### config.mk
export PLATFORM = sky130hd
export DESIGN_NAME = lap_record_store_flat
export DESIGN_NICKNAME = d
export VERILOG_FILES = /design/src/rtl/lap_record_store_if.sv /design/src/rtl/lap_record_store.sv /design/src/flat_wrapper.sv
export SDC_FILE = /design/constraint.sdc
export NUM_CORES = 1
export LEC_CHECK = 0
export CORE_MARGIN = 2
export CORE_UTILIZATION = 40
export DETAILED_ROUTE_END_ITERATION = 12
export HOLD_SLACK_MARGIN = 0.03
export PLACE_DENSITY = 0.67
export SLEW_MARGIN = 20
export SYNTH_ARGS = -nofsm -noshare
export SYNTH_HDL_FRONTEND = slang
export SYNTH_SLANG_ARGS = --single-unit
### constraint.sdc
create_clock -name clk -period 4.12 [get_ports clk]
set_input_delay 0.618 -clock clk [delete_from_list [all_inputs] [get_ports clk]]
set_output_delay 0.618 -clock clk [all_outputs]
set_load 0.01 [all_outputs]
### src/rtl/lap_record_store_if.sv
// Record/recall bus between the key controller (master) and the lap record store (slave).
interface lap_record_store_if #(
  parameter int unsigned DATA_W = 24,
  parameter int unsigned AW     = 3
);
  logic              clr;
  logic              wr_req;
  logic [DATA_W-1:0] wr_data;
  logic              rd_req;
  logic              ack;
  logic [DATA_W-1:0] rd_data;
  logic              rd_valid;
  logic [AW-1:0]     rd_index;
  logic [AW:0]       count;
  logic              empty;
  logic              full;
  logic              wr_err;

  modport master (
    output clr, wr_req, wr_data, rd_req,
    input  ack, rd_data, rd_valid, rd_index, count, empty, full, wr_err
  );

  modport slave (
    input  clr, wr_req, wr_data, rd_req,
    output ack, rd_data, rd_valid, rd_index, count, empty, full, wr_err
  );
endinterface

### src/rtl/lap_record_store.sv
// Circular lap-time record memory with four-phase write/read handshakes.
// Optional LAP_OVERWRITE_EN: a write when full replaces the oldest record instead of being rejected.
module lap_record_store #(
  parameter int unsigned DATA_W = 24,
  parameter int unsigned DEPTH  = 8,
  parameter int unsigned AW     = $clog2(DEPTH)
) (
  input  logic              clk,
  input  logic              rst,
  lap_record_store_if.slave bus
);
  localparam int unsigned   CW      = AW + 1;
  localparam logic [CW-1:0] DEPTH_C = CW'(DEPTH);

  typedef enum logic [1:0] {IDLE, WR, RD, DONE} state_t;

  state_t            state_q, state_d;
  logic              is_wr_q, is_wr_d;
  logic [DATA_W-1:0] wdat_q, wdat_d;
  logic [AW-1:0]     head_q, head_d;
  logic [AW-1:0]     rd_off_q, rd_off_d;
  logic [CW-1:0]     count_q, count_d;
  logic              ack_q, ack_d;
  logic [DATA_W-1:0] rd_data_q, rd_data_d;
  logic              rd_valid_q, rd_valid_d;
  logic [AW-1:0]     rd_index_q, rd_index_d;
  logic              wr_err_q, wr_err_d;
  logic              empty_q, empty_d;
  logic              full_q, full_d;

  logic [DATA_W-1:0] mem [DEPTH];
  logic              mem_we;
  logic [AW-1:0]     mem_waddr;
  logic [AW-1:0]     rd_addr;
  logic [AW-1:0]     wr_addr;
  logic              full_now;

  // DEPTH is a power of two, so pointer arithmetic wraps for free
  assign rd_addr  = head_q + rd_off_q;
  assign wr_addr  = head_q + AW'(count_q);
  assign full_now = (count_q == DEPTH_C);

  always_ff @(posedge clk or posedge rst) begin
    if (rst) begin
      state_q    <= IDLE;
      is_wr_q    <= 1'b0;
      wdat_q     <= '0;
      head_q     <= '0;
      rd_off_q   <= '0;
      count_q    <= '0;
      ack_q      <= 1'b0;
      rd_data_q  <= '0;
      rd_valid_q <= 1'b0;
      rd_index_q <= '0;
      wr_err_q   <= 1'b0;
      empty_q    <= 1'b1;
      full_q     <= 1'b0;
    end else begin
      state_q    <= state_d;
      is_wr_q    <= is_wr_d;
      wdat_q     <= wdat_d;
      head_q     <= head_d;
      rd_off_q   <= rd_off_d;
      count_q    <= count_d;
      ack_q      <= ack_d;
      rd_data_q  <= rd_data_d;
      rd_valid_q <= rd_valid_d;
      rd_index_q <= rd_index_d;
      wr_err_q   <= wr_err_d;
      empty_q    <= empty_d;
      full_q     <= full_d;
    end
  end

  // Record storage; contents are not reset
  always_ff @(posedge clk) begin
    if (mem_we) mem[mem_waddr] <= wdat_q;
  end

  always_comb begin
    state_d    = state_q;
    is_wr_d    = is_wr_q;
    wdat_d     = wdat_q;
    head_d     = head_q;
    rd_off_d   = rd_off_q;
    count_d    = count_q;
    rd_data_d  = rd_data_q;
    rd_valid_d = 1'b0;
    rd_index_d = rd_index_q;
    wr_err_d   = wr_err_q;
    mem_we     = 1'b0;
    mem_waddr  = wr_addr;

    case (state_q)
      IDLE: begin
        wr_err_d = 1'b0;
        if (bus.wr_req) begin
          state_d = WR;
          is_wr_d = 1'b1;
          wdat_d  = bus.wr_data;
        end else if (bus.rd_req) begin
          state_d = RD;
          is_wr_d = 1'b0;
        end
      end
      WR: begin
        state_d = DONE;
        if (!full_now) begin
          mem_we   = 1'b1;
          count_d  = count_q + CW'(1);
          rd_off_d = '0;
        end else begin
`ifdef LAP_OVERWRITE_EN
          mem_we    = 1'b1;
          mem_waddr = head_q;
          head_d    = head_q + AW'(1);
          rd_off_d  = '0;
`else
          wr_err_d  = 1'b1;
`endif
        end
      end
      RD: begin
        state_d = DONE;
        if (count_q != '0) begin
          rd_data_d  = mem[rd_addr];
          rd_index_d = rd_off_q;
          rd_valid_d = 1'b1;
          rd_off_d   = (({1'b0, rd_off_q} + CW'(1)) == count_q) ? '0 : rd_off_q + AW'(1);
        end
      end
      DONE: begin
        // only the request that opened the transaction can close it
        if (!(is_wr_q ? bus.wr_req : bus.rd_req)) begin
          state_d  = IDLE;
          wr_err_d = 1'b0;
        end
      end
      default: state_d = IDLE;
    endcase

    if (bus.clr) begin
      state_d    = IDLE;
      head_d     = '0;
      rd_off_d   = '0;
      count_d    = '0;
      rd_data_d  = '0;
      rd_valid_d = 1'b0;
      rd_index_d = '0;
      wr_err_d   = 1'b0;
      mem_we     = 1'b0;
    end

    ack_d   = (state_d == DONE);
    empty_d = (count_d == '0);
    full_d  = (count_d == DEPTH_C);
  end

  assign bus.ack      = ack_q;
  assign bus.rd_data  = rd_data_q;
  assign bus.rd_valid = rd_valid_q;
  assign bus.rd_index = rd_index_q;
  assign bus.count    = count_q;
  assign bus.empty    = empty_q;
  assign bus.full     = full_q;
  assign bus.wr_err   = wr_err_q;
endmodule

### src/flat_wrapper.sv
// flat-port wrapper written by rule: the top's interface ports become plain ports
module lap_record_store_flat 
#(
  parameter int unsigned DATA_W = 24,
  parameter int unsigned DEPTH  = 8,
  parameter int unsigned AW     = $clog2(DEPTH)
)
  (clk, rst, bus_clr, bus_wr_req, bus_wr_data, bus_rd_req, bus_ack, bus_rd_data, bus_rd_valid, bus_rd_index, bus_count, bus_empty, bus_full, bus_wr_err);
  lap_record_store_if #(.DATA_W(DATA_W), .AW(AW)) bus_i ();
  input  logic clk;
  input  logic rst;
  input wire logic [$bits(bus_i.clr)-1:0] bus_clr;
  input wire logic [$bits(bus_i.wr_req)-1:0] bus_wr_req;
  input wire logic [$bits(bus_i.wr_data)-1:0] bus_wr_data;
  input wire logic [$bits(bus_i.rd_req)-1:0] bus_rd_req;
  output wire logic [$bits(bus_i.ack)-1:0] bus_ack;
  output wire logic [$bits(bus_i.rd_data)-1:0] bus_rd_data;
  output wire logic [$bits(bus_i.rd_valid)-1:0] bus_rd_valid;
  output wire logic [$bits(bus_i.rd_index)-1:0] bus_rd_index;
  output wire logic [$bits(bus_i.count)-1:0] bus_count;
  output wire logic [$bits(bus_i.empty)-1:0] bus_empty;
  output wire logic [$bits(bus_i.full)-1:0] bus_full;
  output wire logic [$bits(bus_i.wr_err)-1:0] bus_wr_err;
  assign bus_i.clr = bus_clr;
  assign bus_i.wr_req = bus_wr_req;
  assign bus_i.wr_data = bus_wr_data;
  assign bus_i.rd_req = bus_rd_req;
  assign bus_ack = bus_i.ack;
  assign bus_rd_data = bus_i.rd_data;
  assign bus_rd_valid = bus_i.rd_valid;
  assign bus_rd_index = bus_i.rd_index;
  assign bus_count = bus_i.count;
  assign bus_empty = bus_i.empty;
  assign bus_full = bus_i.full;
  assign bus_wr_err = bus_i.wr_err;
  lap_record_store #(.DATA_W(DATA_W), .DEPTH(DEPTH), .AW(AW)) u_core (.clk(clk), .rst(rst), .bus(bus_i));
endmodule
[Yosys cells after proc, flatten, opt, wreduce, memory -nomap -nowiden]
Memories as Yosys holds them, arrays and structs flattened.
Cells that the tools add are included.
Storage, ports and cells
  logic and storage cells: 75
  output and inout port bits: 36
  bits in registers: 66
  memory bits (writable): 192
  memories: 1
  input bits: 29
Memory list
  u_core.mem: words 8, width 24, read ports 1, clocked after Yosys merged registers in 0, wr ports 1, RTL line lap_record_store.sv:31  | logic [DATA_W-1:0] mem [DEPTH];
Cells by class
  multiplexer cells: 34
  reductions and logical operators: 14
  add/subtract/negate cells: 3
  eq/ne operators: 11
Operators with widths (count)
  two-way mux 24 bit: 3
  two-way mux 3 bit: 7
  two-way mux 1 bit: 14
  two-way mux 4 bit: 3
  equality test 4 bit (second input constant): 2
  two-way mux 2 bit: 4
  nonzero test 4 bit: 2
  equality test 2 bit (second input constant): 3
  inequality test 3 x 2 -> 1 bit (second input constant): 2
  inequality test 3 bit (second input constant): 2
  one-hot mux 2 bit (3 select lines): 1
  one-hot mux 3 bit (2 select lines): 1
  AND reduction 2 bit: 3
  AND reduction 3 bit: 2
  nonzero test 2 bit: 3
  adder 3 x 1 -> 4 bit (second input constant): 1
  adder 4 x 1 -> 4 bit (second input constant): 1
  equality test 4 bit: 1
  logical NOT 4 bit: 1
  adder 3 x 1 -> 3 bit (second input constant): 1
  one-hot mux 1 bit (3 select lines): 1
  nonzero test 3 bit: 1
  equality test 2 x 1 -> 1 bit (second input constant): 1
  logical NOT 2 bit: 1
  OR reduction 2 bit: 1

[Longest topological paths before layout]
Gate-level depths: netlist of the first run.
  depth in word-level cells: 6
  depth in mapped cells: 8
  gate-level depth less buffers: 7

[Least setup slack after synthesis of the first run]
OpenSTA, ideal clock, no wires.
  kind: register to register
  start point: register u_core.count_q[1], in the netlist u_core.bus.count[1]
  end point: memory u_core.mem[1][0] (enable)
  path buffers: 1
  arrival time: 3158 ps
  clock period less this slack: 3593 ps
  setup slack: 527 ps
  cell stages (with the launch flop): 7
  cell sequence: dfrtp_1 -> buf_2 -> inv_1 -> ha_1 -> and3b_1 -> or4_4 -> nor3_1
Between the ends
  longest elaborated chain between the ends: 6
Ends and longest elaborated chain
  start, declared: RTL line lap_record_store.sv:22  | logic [CW-1:0] count_q, count_d;
  start signal, assigned: RTL line lap_record_store.sv:64  | count_q <= count_d;
  equality test 4 bit: RTL line lap_record_store.sv:41  | assign full_now = (count_q == DEPTH_C);
  two-way mux 1 bit: RTL line lap_record_store.sv:108  | if (!full_now) begin
  two-way mux 1 bit: RTL line lap_record_store.sv:94  | case (state_q)
  two-way mux 1 bit: RTL line lap_record_store.sv:142  | if (bus.clr) begin
  two-way mux 1 bit: RTL line lap_record_store.sv:77  | if (mem_we) mem[mem_waddr] <= wdat_q;
  two-way mux 1 bit (implied by the code): RTL line lap_record_store.sv:77
  end, declared: RTL line lap_record_store.sv:31
Several ways; a longest one is shown, not always the timed one.

[Worst setup path in the final report of the first run]
  start point: register u_core.count_q[1], in the netlist u_core.bus.count[1]
  end point: memory u_core.mem[0][18] (enable)
Same word-level chain as after synthesis.

==> results.yml, run 1 <==
pwr:
  power.share.combinational: 0.145
  clock_power_share: 0.333
  peakVddDrop_mv: 0.2920
  switching_share: 0.2532
  p_seq_frac: 0.522
  intPower_uw: 5357
  switching_power_uw: 1816
  power_leakage_uw: 0.004322
  powerDensity_nw_per_um2: 594.5
worst_setup_path:
  crit_path_top_delay_cell: "dfrtp_1"
  required_ns: 4.29
  cpPeakStageDelay_ns: 0.59
  crit_buf_inv: 2
  crit_path_max_fanout: 24
  crit_path_start_kind: "register"
  arrival_ns: 2.74
  crit_type: "register to register"
  path_cells: "inv_1, ha_1, and3b_1, or4_4, nor3_2, buf_4"
  cp-end-kind: "register"
  path_delay_family: "simple AND/OR/NAND/NOR gates"
sta:
  clock_skew_ns: 0.006699
  setup-violations-final: 0
  slew_headroom: 0.3214
  min_period_over_period: 0.6223
  rsz0062_at_grt: "no"
  timing.fmax_mhz: 390.0
  tightest_slew_ns: 1.016
  period_needed_ns: 2.564
  finalSetupTns_ns: 0
  slew_viol_final: 0
  hold_viol: 0
grt:
  antenna_found_initial: 0
  grt_max_degree: 67
  grt_overflow: 0
  grt_usage: 0.1453
  grt_pass1_vias: 5190
  grt_pass1_wl_um: 29750
detailed_routing:
  viasPerCell: 5.247
  firstDrtPassIters: 6
  avgRoutedWirePerCell_um: 20.44
  vias: 4890
  wl_um: 19050
  ant_nets: 0
  drt_iter0_markers: 429
  drc: 0
synthesis:
  synth_ff_type: "edfxtp_1"
  yosys_register_bits: 258
  synth_edf_count: 192
  synth_top_area_cell: "edfxtp_1"
  ys_async_sr_fraction: 0.2558
  synthTopCellsByCount: "192 x edfxtp_1, 65 x dfrtp_1, 33 x mux4_1"
  ys_warn_count: 0
  yosysUniqueCellTypes: 51
  yosysMostFrequentCell: "edfxtp_1"
  ys_seq_area_frac: 0.7269
  synth_nets: 537
  synth.area.top_cells: "edfxtp_1 56%, dfrtp_1 16%, mux4_1 8.5%"
  synth.avg_cell_area_um2: 20.37
  synth_top_area_frac: 0.5650
  synth_area_um2: 10200
  netlist_instances: 501
cts:
  clk_path_buf_depth: 3
  postCtsHoldBufs: 0
  post_cts_buffers: 0
  htree_levels: 1
  cts_root_buf: "clkbuf_16"
  cts_tree: "built"
  cts_sinks: 258
  clock_latency_ns: 0.52
  clkTransAtPathRegs_ns: 0.06
  cts_made_buffers: 27
  post_cts_resized: 0
floorplan:
  num_rows: 58
  die_area_um2: 26810
  die_h_um: 163.7
  die_x_um: 163.7
  core_area_um2: 25110
  io-pin-count: 65
  start_util: 0.4064
finish:
  area_delta_synth_final_pct: 18.24
  design_area_um2: 12070
  nets: 617
  n_antenna_cell: 0
  drive_gt1_frac: 0.1827
placed_design:
  finalWeightedCongestion: 0.7217
  dp_hpwl_um: 11180
  dpl-instance-area_um2: 11180
  io_buffer_count: 64
min_path:
  hp-class: "register to register"
status:
  status: "finished clean"
run:
  max_cap_viol_count: 0
## logic make-up (layout without fill, tap and decap cells)
| kind of cell | count (synthesis) | after routing | share of synthesized area |
|---|---|---|---|
| adder cells (fa/ha/maj) | 7 | 7 | 0.008582 |
| XOR/XNOR | 4 | 4 | 0.004782 |
| multiplexers | 98 | 98 | 0.1702 |
| AND/OR/NAND/NOR | 51 | 51 | 0.02698 |
| buffers and inverters | 34 | 135 | 0.02403 |
| AO/OA/AOI/OAI | 49 | 49 | 0.03850 |
| flip-flops | 258 | 258 | 0.7269 |
## worst reg2reg max path, stage by stage (launching register included)
cell and delay [ns]:
dfrtp_1 0.59, inv_1 0.13, ha_1 0.26, and3b_1 0.22
or4_4 0.46, nor3_2 0.15, buf_4 0.40
## path summary, 6_finish.rpt
check / start / end / slack, ns / cells after the start
min reg2reg: u_core.bus.rd_data[21] / u_core.bus.rd_data[21] / 0.49 / 1
max reg2reg: u_core.bus.count[1] / u_core.mem[0][18] / 1.56 / 6
max: u_core.bus.count[1] / u_core.mem[0][18] / 1.56 / 6
min in group asynchronous: rst / u_core.bus.rd_valid / 0.69 / 3
max in group asynchronous: rst / u_core.rd_off_q[0] / 2.81 / 3
min: u_core.bus.rd_data[21] / u_core.bus.rd_data[21] / 0.49 / 1
## final cells by class
class / count / area [um^2]
fill: 2085 / 13040
sequential: 258 / 7421
multi-input combinational: 209 / 2566
timing repair buffer: 77 / 750.7
clock buffer: 35 / 735.7
tap: 330 / 412.9
clock inverter: 15 / 150.1
inverter: 8 / 30.03
## flip-flops by register name, indices dropped and copies added, names as in the netlist
register             cells
u_core.wdat_q           24
u_core.state_q           2
u_core.rd_off_q          3
u_core.bus.rd_data      24
u_core.bus.full          1
u_core.mem             192
u_core.is_wr_q           1
u_core.bus.ack           1
u_core.bus.wr_err        1
u_core.bus.rd_index      3
u_core.bus.count         4
u_core.bus.empty         1
u_core.bus.rd_valid      1
## stage by stage
step / utilization / hold WS [ns] / setup slack [ns] / power [uW] / cells
after global routing: 0.4806 / 0.5144 / 1.406 / 7486 / 932
after detailed placement: 0.4453 / 0.4834 / 1.244 / 4850 / 882
final: 0.4806 / 0.4945 / 1.556 / 7173 / 932
after CTS: 0.4806 / 0.5001 / 1.531 / 7239 / 932
after floorplan: - / 0.4532 / 0.5270 / 4452 / 501
after global placement: 0.4453 / 0.4822 / 1.347 / 4769 / 882
## cell usage in the layout (no fill, tap or decap), types with 5 or more instances in the layout
master and n:
mux2i_1 25, buf_4 12, nor2_1 6, nand3_1 6, clkbuf_16 27, edfxtp_1 192
mux4_1 33, ha_1 7, dfrtp_1 63, o2bb2ai_1 24, nand2_1 11, clkinv_1 6
nor2_2 6, a21oi_1 6, mux2_2 25, mux4_2 15, clkdlybuf4s50_1 64, clkbuf_1 5
inv_1 6
## routing by layer
layer	share of wire	vias to the layer above	track usage
met3	0.042	22	0.02197
li1	-	2208	-
met1	0.43	2548	0.1957
met4	0.018	0	0.03708
met2	0.51	112	0.2490
met5	0	-	0
## power groups by stage
stage / registers, uW / logic (uW) / clock network, uW
5_1_grt: 3810 / 1140 / 2540
2_1_floorplan: 3620 / 835 / 0
6_report: 3740 / 1040 / 2390
3_3_place_gp: 3750 / 1020 / 0
4_1_cts: 3750 / 1060 / 2440
3_5_place_dp: 3800 / 1050 / 0
No activity file was read; power rests on OpenSTA's default activity.
==> inputs of run 2 (changes only) <==
--- a/config.mk
+++ b/config.mk
@@ -9,7 +9,7 @@
 export CORE_UTILIZATION = 40
 export DETAILED_ROUTE_END_ITERATION = 12
 export HOLD_SLACK_MARGIN = 0.03
-export PLACE_DENSITY = 0.67
+export PLACE_DENSITY = 0.69
 export SLEW_MARGIN = 20
 export SYNTH_ARGS = -nofsm -noshare
 export SYNTH_HDL_FRONTEND = slang
==> constraint.sdc (replaced) <==
create_clock -name clk -period 2.2 [get_ports clk]
set_input_delay 0.33 -clock clk [delete_from_list [all_inputs] [get_ports clk]]
set_output_delay 0.33 -clock clk [all_outputs]
set_load 0.01 [all_outputs]
==> run 2 against run 1 <==
Die area stayed put. Core utilization is 1.8 points higher. Non-clock buffer count is 20 higher. Clock power is 93% higher. First-iteration DRC count is 25% lower. Routed wire length is 2.4% higher. Critical path type unchanged.
==> results.yml, run 2 (synthesis gave the netlist of run 1 again) <==
finish:
  final_common_cell: "edfxtp_1"
  drive_gt1_frac: 0.2177
  finalNonFillerCells: 950
  fin_util: 0.4987
  area_delta_synth_final_pct: 22.70
  n_antenna_cell: 0
  largest_reg_flops: 192
  nets: 636
  layout_common_cells: "192 x edfxtp_1, 64 x clkdlybuf4s50_1, 62 x dfrtp_1"
  regMostFlops: "u_core.mem"
cts:
  clk_path_buf_depth: 3
  clkTransAtPathRegs_ns: 0.06
  cts_root_buf: "clkbuf_16"
  cts_tree: "built"
  cts_sinks: 258
  clock_latency_ns: 0.52
  htree_levels: 1
  cts_made_buffers: 26
  post_cts_buffers: 0
  post_cts_resized: 0
  postCtsHoldBufs: 0
grt:
  grt_max_degree: 67
  grt_pass1_vias: 5285
  grt_pass1_wl_um: 30610
  antenna_found_initial: 0
  grt_overflow: 0
  grt_usage: 0.1500
sta:
  slew_viol_final: 0
  slew_headroom: 0.7081
  timing.hold.ws_ns: 0.2186
  hold_viol: 0
  rsz0062_at_grt: "no"
  finalSetupTns_ns: 0
  timing.fmax_mhz: 475.4
  clock_skew_ns: 0.01203
  layout_setup_ws_ns: 0.09659
  min_period_over_period: 0.9561
  setup-violations-final: 0
  period_needed_ns: 2.103
  tightest_slew_ns: 0.4372
floorplan:
  start_util: 0.4064
  die_x_um: 163.7
  die_h_um: 163.7
  num_rows: 58
  core_area_um2: 25110
  io-pin-count: 65
  die_area_um2: 26810
detailed_routing:
  firstDrtPassIters: 4
  avgRoutedWirePerCell_um: 20.54
  drc: 0
  ant_nets: 0
  drt_iter0_markers: 320
  wl_um: 19510
  viasPerCell: 5.224
  vias: 4963
status:
  status: "finished clean"
pwr:
  power.share.combinational: 0.161
  clock_power_share: 0.334
  powerDensity_nw_per_um2: 1102
  intPower_uw: 10270
  p_seq_frac: 0.505
  power_leakage_uw: 0.004471
  switching_power_uw: 3537
  switching_share: 0.2562
  peakVddDrop_mv: 0.7778
min_path:
  hp-class: "primary input to async pin"
worst_setup_path:
  crit_type: "register to register"
  cpPeakStageDelay_ns: 0.51
  crit_path_top_delay_cell: "or4_4"
  cp-end-kind: "register"
  required_ns: 2.41
  crit_path_max_fanout: 13
  crit_buf_inv: 2
  path_delay_family: "simple AND/OR/NAND/NOR gates"
  arrival_ns: 2.31
  crit_path_start_kind: "register"
  path_cells: "inv_1, ha_4, and3b_1, or4_4, nor3_4, buf_4"
placed_design:
  finalWeightedCongestion: 0.7978
  io_buffer_count: 64
  post-place-ws_ns: 0.02559
  place_inst: 902
  dp_hpwl_um: 12500
run:
  max_cap_viol_count: 0
run 2: path summary, 6_finish.rpt:
kind,from,to,slack (ns),cells after the start
max in group asynchronous,rst,u_core.bus.empty,1.67,3
hold / removal,rst,u_core.wdat_q[18],0.22,3
hold reg to reg,u_core.bus.rd_data[20],u_core.bus.rd_data[20],0.48,1
setup / recovery,u_core.bus.count[0],u_core.mem[0][9],0.1,6
setup reg to reg,u_core.bus.count[0],u_core.mem[0][9],0.1,6
min in group clk,bus_wr_data[12],u_core.wdat_q[12],0.42,2
run 2: cell type report:
type                       count  area [um^2]
inverter                       8        32.53
clock buffer                  29        683.2
multi-input combinational    209         2621
tap                          330        412.9
sequential                   258         7422
clock inverter                19        235.2
fill                        2078        12590
timing repair buffer          97         1114
run 2: power by group through the flow:
stage,sequential (uW),clock (uW),combinational (uW)
CTS,6980,4720,2270
global route,7060,4900,2430
floorplan,6770,0,1610
finish,6970,4610,2230
detailed placement,7080,0,2260
global placement,7000,0,2200
run 2: tightest hold or removal path: stages:
cell and delay, ns:
clkdlybuf4s50_1 0.41, inv_2 0.07, buf_12 0.31
run 2: through the flow:
step / total power, uW / instance area [um^2]
2_1_floorplan: 8382 / 10290
3_3_place_gp: 9208 / 11600
3_5_place_dp: 9334 / 11600
4_1_cts: 13970 / 12520
5_1_grt: 14390 / 12520
6_report: 13800 / 12520
run 2: metal layers:
metal	part of all wire	track usage
met1	0.43	0.1965
met2	0.52	0.2657
met5	0	0
met4	0.018	0.03589
met3	0.032	0.02096
==> edit 1: new RTL, settings of run 2 <==
Reset style: synchronous (`rst`), changed in one clocked block.
--- a/src/rtl/lap_record_store.sv
+++ b/src/rtl/lap_record_store.sv
@@ -41,5 +41,5 @@
   assign full_now = (count_q == DEPTH_C);
 
-  always_ff @(posedge clk or posedge rst) begin
+  always_ff @(posedge clk) begin
     if (rst) begin
       state_q    <= IDLE;
Function: differs if rst is asserted again (counterexample within 4 cycles, from zero or initial values and one cycle with rst high); with rst held inactive, the same outputs for 10 cycles.
==> edit 1 against run 2 <==
- global-route usage rose by 0.33 points
- synthesized cell count grew 17%
- sequential cell count is the same
- core utilization is 0.11 points lower
- synthesized area down 4.0%
- setup slack better by 0.024 ns
- register-to-register slack better by 0.09 ns
- count of clock-buffer cells in the layout increased by 8
- final area shrank 3.9%
- wire length is 0.59% lower
- critical path type is now register to primary output
Power is not compared: it rests on default switching activity, and its combinational part moved more than twofold at a synthesized area within 25%.
==> edit 1: results <==
group,metric,value,unit
setup_path,critical_path.reg2reg.endpoint,"u_core.mem[1][16]",
synth,ys_async_sr_fraction,0,%
synth,synth_largest_type_area_fraction,58.9,%
synth,compound_gate_fraction_of_synth_area,5.32,%
placement,numPlacedInstances,964,
setup_path,worst_ep_arrival_time,1.75,ns
status,run_status,"complete, no violations",
synth,synthDistinctLibCells,38,
placement,hpwlAfterDp,11900,um
synth,synth-xor-area-share,0.537,%
synth,synth-adder-area-share,0.894,%
synth,synth_area_per_cell,16.8,um^2
setup_path,rr_worst_depth,7,
global_route,globalRouteTotalUtil,15.3,%
route,routed_wire_length_per_instance,19.2,um
synth,synthesis.nets,620,
global_route,first_pass_grt_wire_length,30700,um
synth,synth_commonest_cells,"sky130_fd_sc_hd__edfxtp_1, sky130_fd_sc_hd__dfxtp_1, sky130_fd_sc_hd__nand2_1, sky130_fd_sc_hd__a21oi_1, sky130_fd_sc_hd__mux4_2",
setup_path,slowest_delay,0.64,ns
placement,place_ws,0.234,ns
route,wirelength,19400,um
placement,gp_congestion,0.770,
setup_path,critical_path.top_delay_family,"buffers and inverters",
setup_path,worst_path_max_delay_cell,"sky130_fd_sc_hd__clkdlybuf4s50_1",
setup_path,worst_setup_path_endpoint,"bus_count[3]",
timing,timing.final.ws_setup,0.120,ns
setup_path,timing.reg2reg.setup_slack,0.19,ns
route,dr.first_iter.drc_count,331,
global_route,maximum_number_of_pins_on_one_net_before_global_route_repair,53,
synth,synth_sequential_area_ratio,72.4,%
route,vias,5171,
timing,worst_clock_skew,0.0150,ns
timing,max_slew.worst_pin.slew,0.456,ns
hold_path,hold_path.class,"input pin to register",
final_layout,finish.net_count,704,
setup_path,origin_of_the_critical_flop_to_flop_path,"u_core.state_q[1]",
[edit 1: cell types whose count changed in the layout (fill, tap and decap cells not counted), moves of 24 or more]
cell                        delta
sky130_fd_sc_hd__a21oi_1      +48
sky130_fd_sc_hd__dfrtp_1      -62
sky130_fd_sc_hd__dfxtp_1      +62
sky130_fd_sc_hd__mux2_2       -24
sky130_fd_sc_hd__mux4_1       -33
sky130_fd_sc_hd__mux4_2       +33
sky130_fd_sc_hd__nand2_1      +51
sky130_fd_sc_hd__o21ai_0      +25
sky130_fd_sc_hd__o2bb2ai_1    -24
[edit 1: where the power goes]
group / internal (uW) / switching [uW]
Sequential: 5290 / 77.8
Clock: 2970 / 1760
Combinational: 137 / 167
[edit 1: routing by layer]
metal	wire (um)	vias to the layer above	track usage, %
li1	-	2411	-
met1	8130	2615	19.5
met2	10100	108	27.1
met3	790	37	2.40
met4	411	0	4.75
met5	0	-	0
[edit 1: area by class of cell]
type	instances	area (um^2)
Multi-Input combinational cell	285	2580
Clock buffer	37	795
Sequential cell	258	7090
Tap cell	324	405
Fill cell	1961	12100
Timing Repair Buffer	90	973
Inverter	7	28.8
Clock inverter	11	154
[edit 1: through the flow]
step	hold slack [ns]	total power, uW	cell area, um^2	TNS (ns)	utilization, %
floorplan	0.401	5610	9910	-4.15	-
global placement	0.455	5760	11100	0	45.8
detailed placement	0.451	5780	11100	0	45.8
CTS	0.349	10500	12000	0	49.8
global route	0.354	10700	12000	0	49.8
finish	0.365	10400	12000	0	49.8
[edit 1: tightest hold or removal path: stages]
cell and delay [ns]:
sky130_fd_sc_hd__clkdlybuf4s50_1 0.39, sky130_fd_sc_hd__nand2_1 0.05, sky130_fd_sc_hd__a21oi_1 0.05
==> edit 2: new RTL, flow settings as in run 2 <==
Without the edit above. The option `LAP_OVERWRITE_EN` is turned on by a define.
--- a/src/rtl/lap_record_store.sv
+++ b/src/rtl/lap_record_store.sv
@@ -1,4 +1,6 @@
 // Circular lap-time record memory with four-phase write/read handshakes.
 // Optional LAP_OVERWRITE_EN: a write when full replaces the oldest record instead of being rejected.
+`define LAP_OVERWRITE_EN
+
 module lap_record_store #(
   parameter int unsigned DATA_W = 24,
Check against the original RTL: same outputs for any inputs over 10 cycles, from zero or initial values and one cycle with rst high; that may be too few to reach the edited logic, so the function may still have changed.
==> edit 2 against run 2 <==
- the flow now finishes with violations (negative setup slack)
- total power is 6.2% lower
- critical path depth rose by 2
- sequential cell count up 2
- synthesized cell count up 8.4%
- clock power is 5.0% lower
- final area rose by 4.5%
- clock skew is 0.0021 ns lower
- wire length up 8.9%
- synthesized area about the same
- setup slack lost 0.21 ns
==> edit 2: results <==
group,metric,value,unit
synth,yosysWarnings,0,
setup_path,worst_ep_arrival_time,2.54,ns
synth,synthDistinctLibCells,48,
global_route,first_global_vias,5556,
placement,gp_congestion,0.777,
hold_path,hold_path.class,"input pin to async pin",
clock_tree,clock_tree.htree_level_count,1,
global_route,maximum_number_of_pins_on_one_net_before_global_route_repair,69,
global_route,grt_antenna_before_repair,0,
placement,port-buffer-count,63,
timing,setup_tns,-13.36,ns
timing,final-setup-viol-count,195,
status,run_status,"finished, violations left",
final_layout,final_layout_size_suffix_gt1_share,30.2,%
synth,ys_async_sr_fraction,26.2,%
clock_tree,cts_inserted_buffers,26,
clock_tree,library_cell_used_as_clock_root_buffer,"sky130_fd_sc_hd__clkbuf_16",
placement,hpwlAfterDp,13200,um
synth,synth_sequential_area_ratio,73.1,%
final_layout,largest-register,"u_core.mem",
pwr,power.leakage,0.00457,uW
timing,timing_max_transition_violations_final,0,
synth,synth-main-ff-cell,"sky130_fd_sc_hd__edfxtp_1",
synth,synth_commonest_cells,"sky130_fd_sc_hd__edfxtp_1, sky130_fd_sc_hd__dfrtp_1, sky130_fd_sc_hd__mux4_2, sky130_fd_sc_hd__nand2_1",
global_route,globalRouteTotalUtil,15.8,%
setup_path,worst_path_max_delay_cell,"sky130_fd_sc_hd__dfrtp_2",
synth,top_cells_by_area_in_the_synthesized_netlist,"sky130_fd_sc_hd__edfxtp_1, sky130_fd_sc_hd__dfrtp_1, sky130_fd_sc_hd__mux4_2",
clock_tree,clkLatencyLatePin,0.53,ns
setup_path,start_kind,"register",
setup_path,origin_of_the_critical_flop_to_flop_path,"u_core.head_q[0]",
clock_tree,clock_tree.buffer_depth,3,
synth,synth_edf_count,192,
timing,timing.final.ws_setup,-0.112,ns
final_layout,layout.filler_cells,2003,
final_layout,number_of_flip_flops_in_the_largest_register,192,
timing,worst_clock_skew,0.00997,ns
synth,synthesis.nets,584,
pwr,vdd.ir_drop.worst,0.584,mV
route,drc,0,
final_layout,finish.net_count,713,
status,failed_checks,"negative setup slack",
route,wirelength,21300,um
final_layout,ant_cells,0,
global_route,first_pass_grt_wire_length,32100,um
setup_path,slowest_delay,0.42,ns
route,firstDrtPassIters,4,
route,dr.first_iter.drc_count,385,
setup_path,crit_path_max_fanout,14,
setup_path,critical_path.top_delay_family,"adder cells",
clock_tree,clkSlewWorstSetupHoldPaths,0.06,ns
route,average_vias_per_placed_instance,5.17,
[edit 2: cell types whose count changed in the layout (fill, tap and decap cells not counted), sizes merged, moves of 4 or more]
cell and delta:
o21ai +29, inv +4, clkbuf +14, nand2 +24
o2bb2ai -24, buf +27, xnor2 +4, clkinv -5
nand3 -6
[edit 2: area by class of cell]
cell class	instances	area, um^2	share of cell area [%]
Tap cell	330	413	3.16
Timing Repair Buffer	126	1510	11.6
Clock inverter	8	90.1	0.689
Multi-Input combinational cell	246	2780	21.3
Clock buffer	40	764	5.85
Inverter	12	45.0	0.344
Sequential cell	260	7470	57.1
[edit 2: metrics by stage]
stage | instance area, um^2 | setup WS, ns | std cells | hold WS, ns
floorplan | 10300 | -0.206 | 543 | 0.453
global placement | 12000 | -0.148 | 964 | 0.475
detailed placement | 12000 | -0.204 | 964 | 0.479
CTS | 12900 | -0.0944 | 1017 | 0.216
global route | 13100 | -0.168 | 1022 | 0.241
finish | 13100 | -0.112 | 1022 | 0.211
[edit 2: final timing paths]
check	end	slack (ns)	cells past startpoint
max	u_core.mem[1][3]	-0.11	8
min	u_core.bus.rd_data[1]	0.21	3
max reg2reg	u_core.mem[1][3]	-0.11	8
min reg2reg	u_core.bus.rd_data[4]	0.49	2
max in group asynchronous	u_core.bus.empty	1.67	3
min in group clk	u_core.wdat_q[11]	0.41	2
[edit 2: power breakdown]
part,switching (uW),internal (uW)
clock,1760,2620
sequential,626,6250
combinational,792,901
total,3180,9770
[edit 2: worst register-to-register path, stage by stage, from the launching register on]
cell and delay [ns]:
sky130_fd_sc_hd__dfrtp_2 0.42, sky130_fd_sc_hd__ha_4 0.14, sky130_fd_sc_hd__inv_2 0.03, sky130_fd_sc_hd__fa_2 0.42
sky130_fd_sc_hd__a311oi_4 0.27, sky130_fd_sc_hd__a21oi_4 0.11, sky130_fd_sc_hd__xnor2_4 0.23, sky130_fd_sc_hd__nor2_4 0.20
sky130_fd_sc_hd__buf_12 0.18
[edit 2: timing repair]
item / CTS / global route
pin swaps: 1 / 4
resized for setup: 13 / 14
cloned: 0 / 4
buffers inserted: 5 / 1
endpoints found under the setup margin: 203 / 216
[edit 2: cell families after synthesis]
group / count (synthesis) / synth area share, %
buffers and inverters: 37 / 1.89
other: 1 / 0.0367
AO/OA/AOI/OAI: 49 / 2.95
AND/OR/NAND/NOR: 76 / 3.63
multiplexers: 98 / 15.8
XOR/XNOR: 10 / 0.931
flip-flops: 260 / 73.1
adder cells (fa/ha/maj): 12 / 1.62
[edit 2: routing by layer]
layer	vias to the layer above	part of all wire [%]	wire (um)	track usage, %
met2	141	50	10600	27.0
met5	-	0	0	0
li1	2381	-	-	-
met1	2732	44	9400	21.2
met3	26	4.6	972	2.63
met4	0	1.5	327	4.03
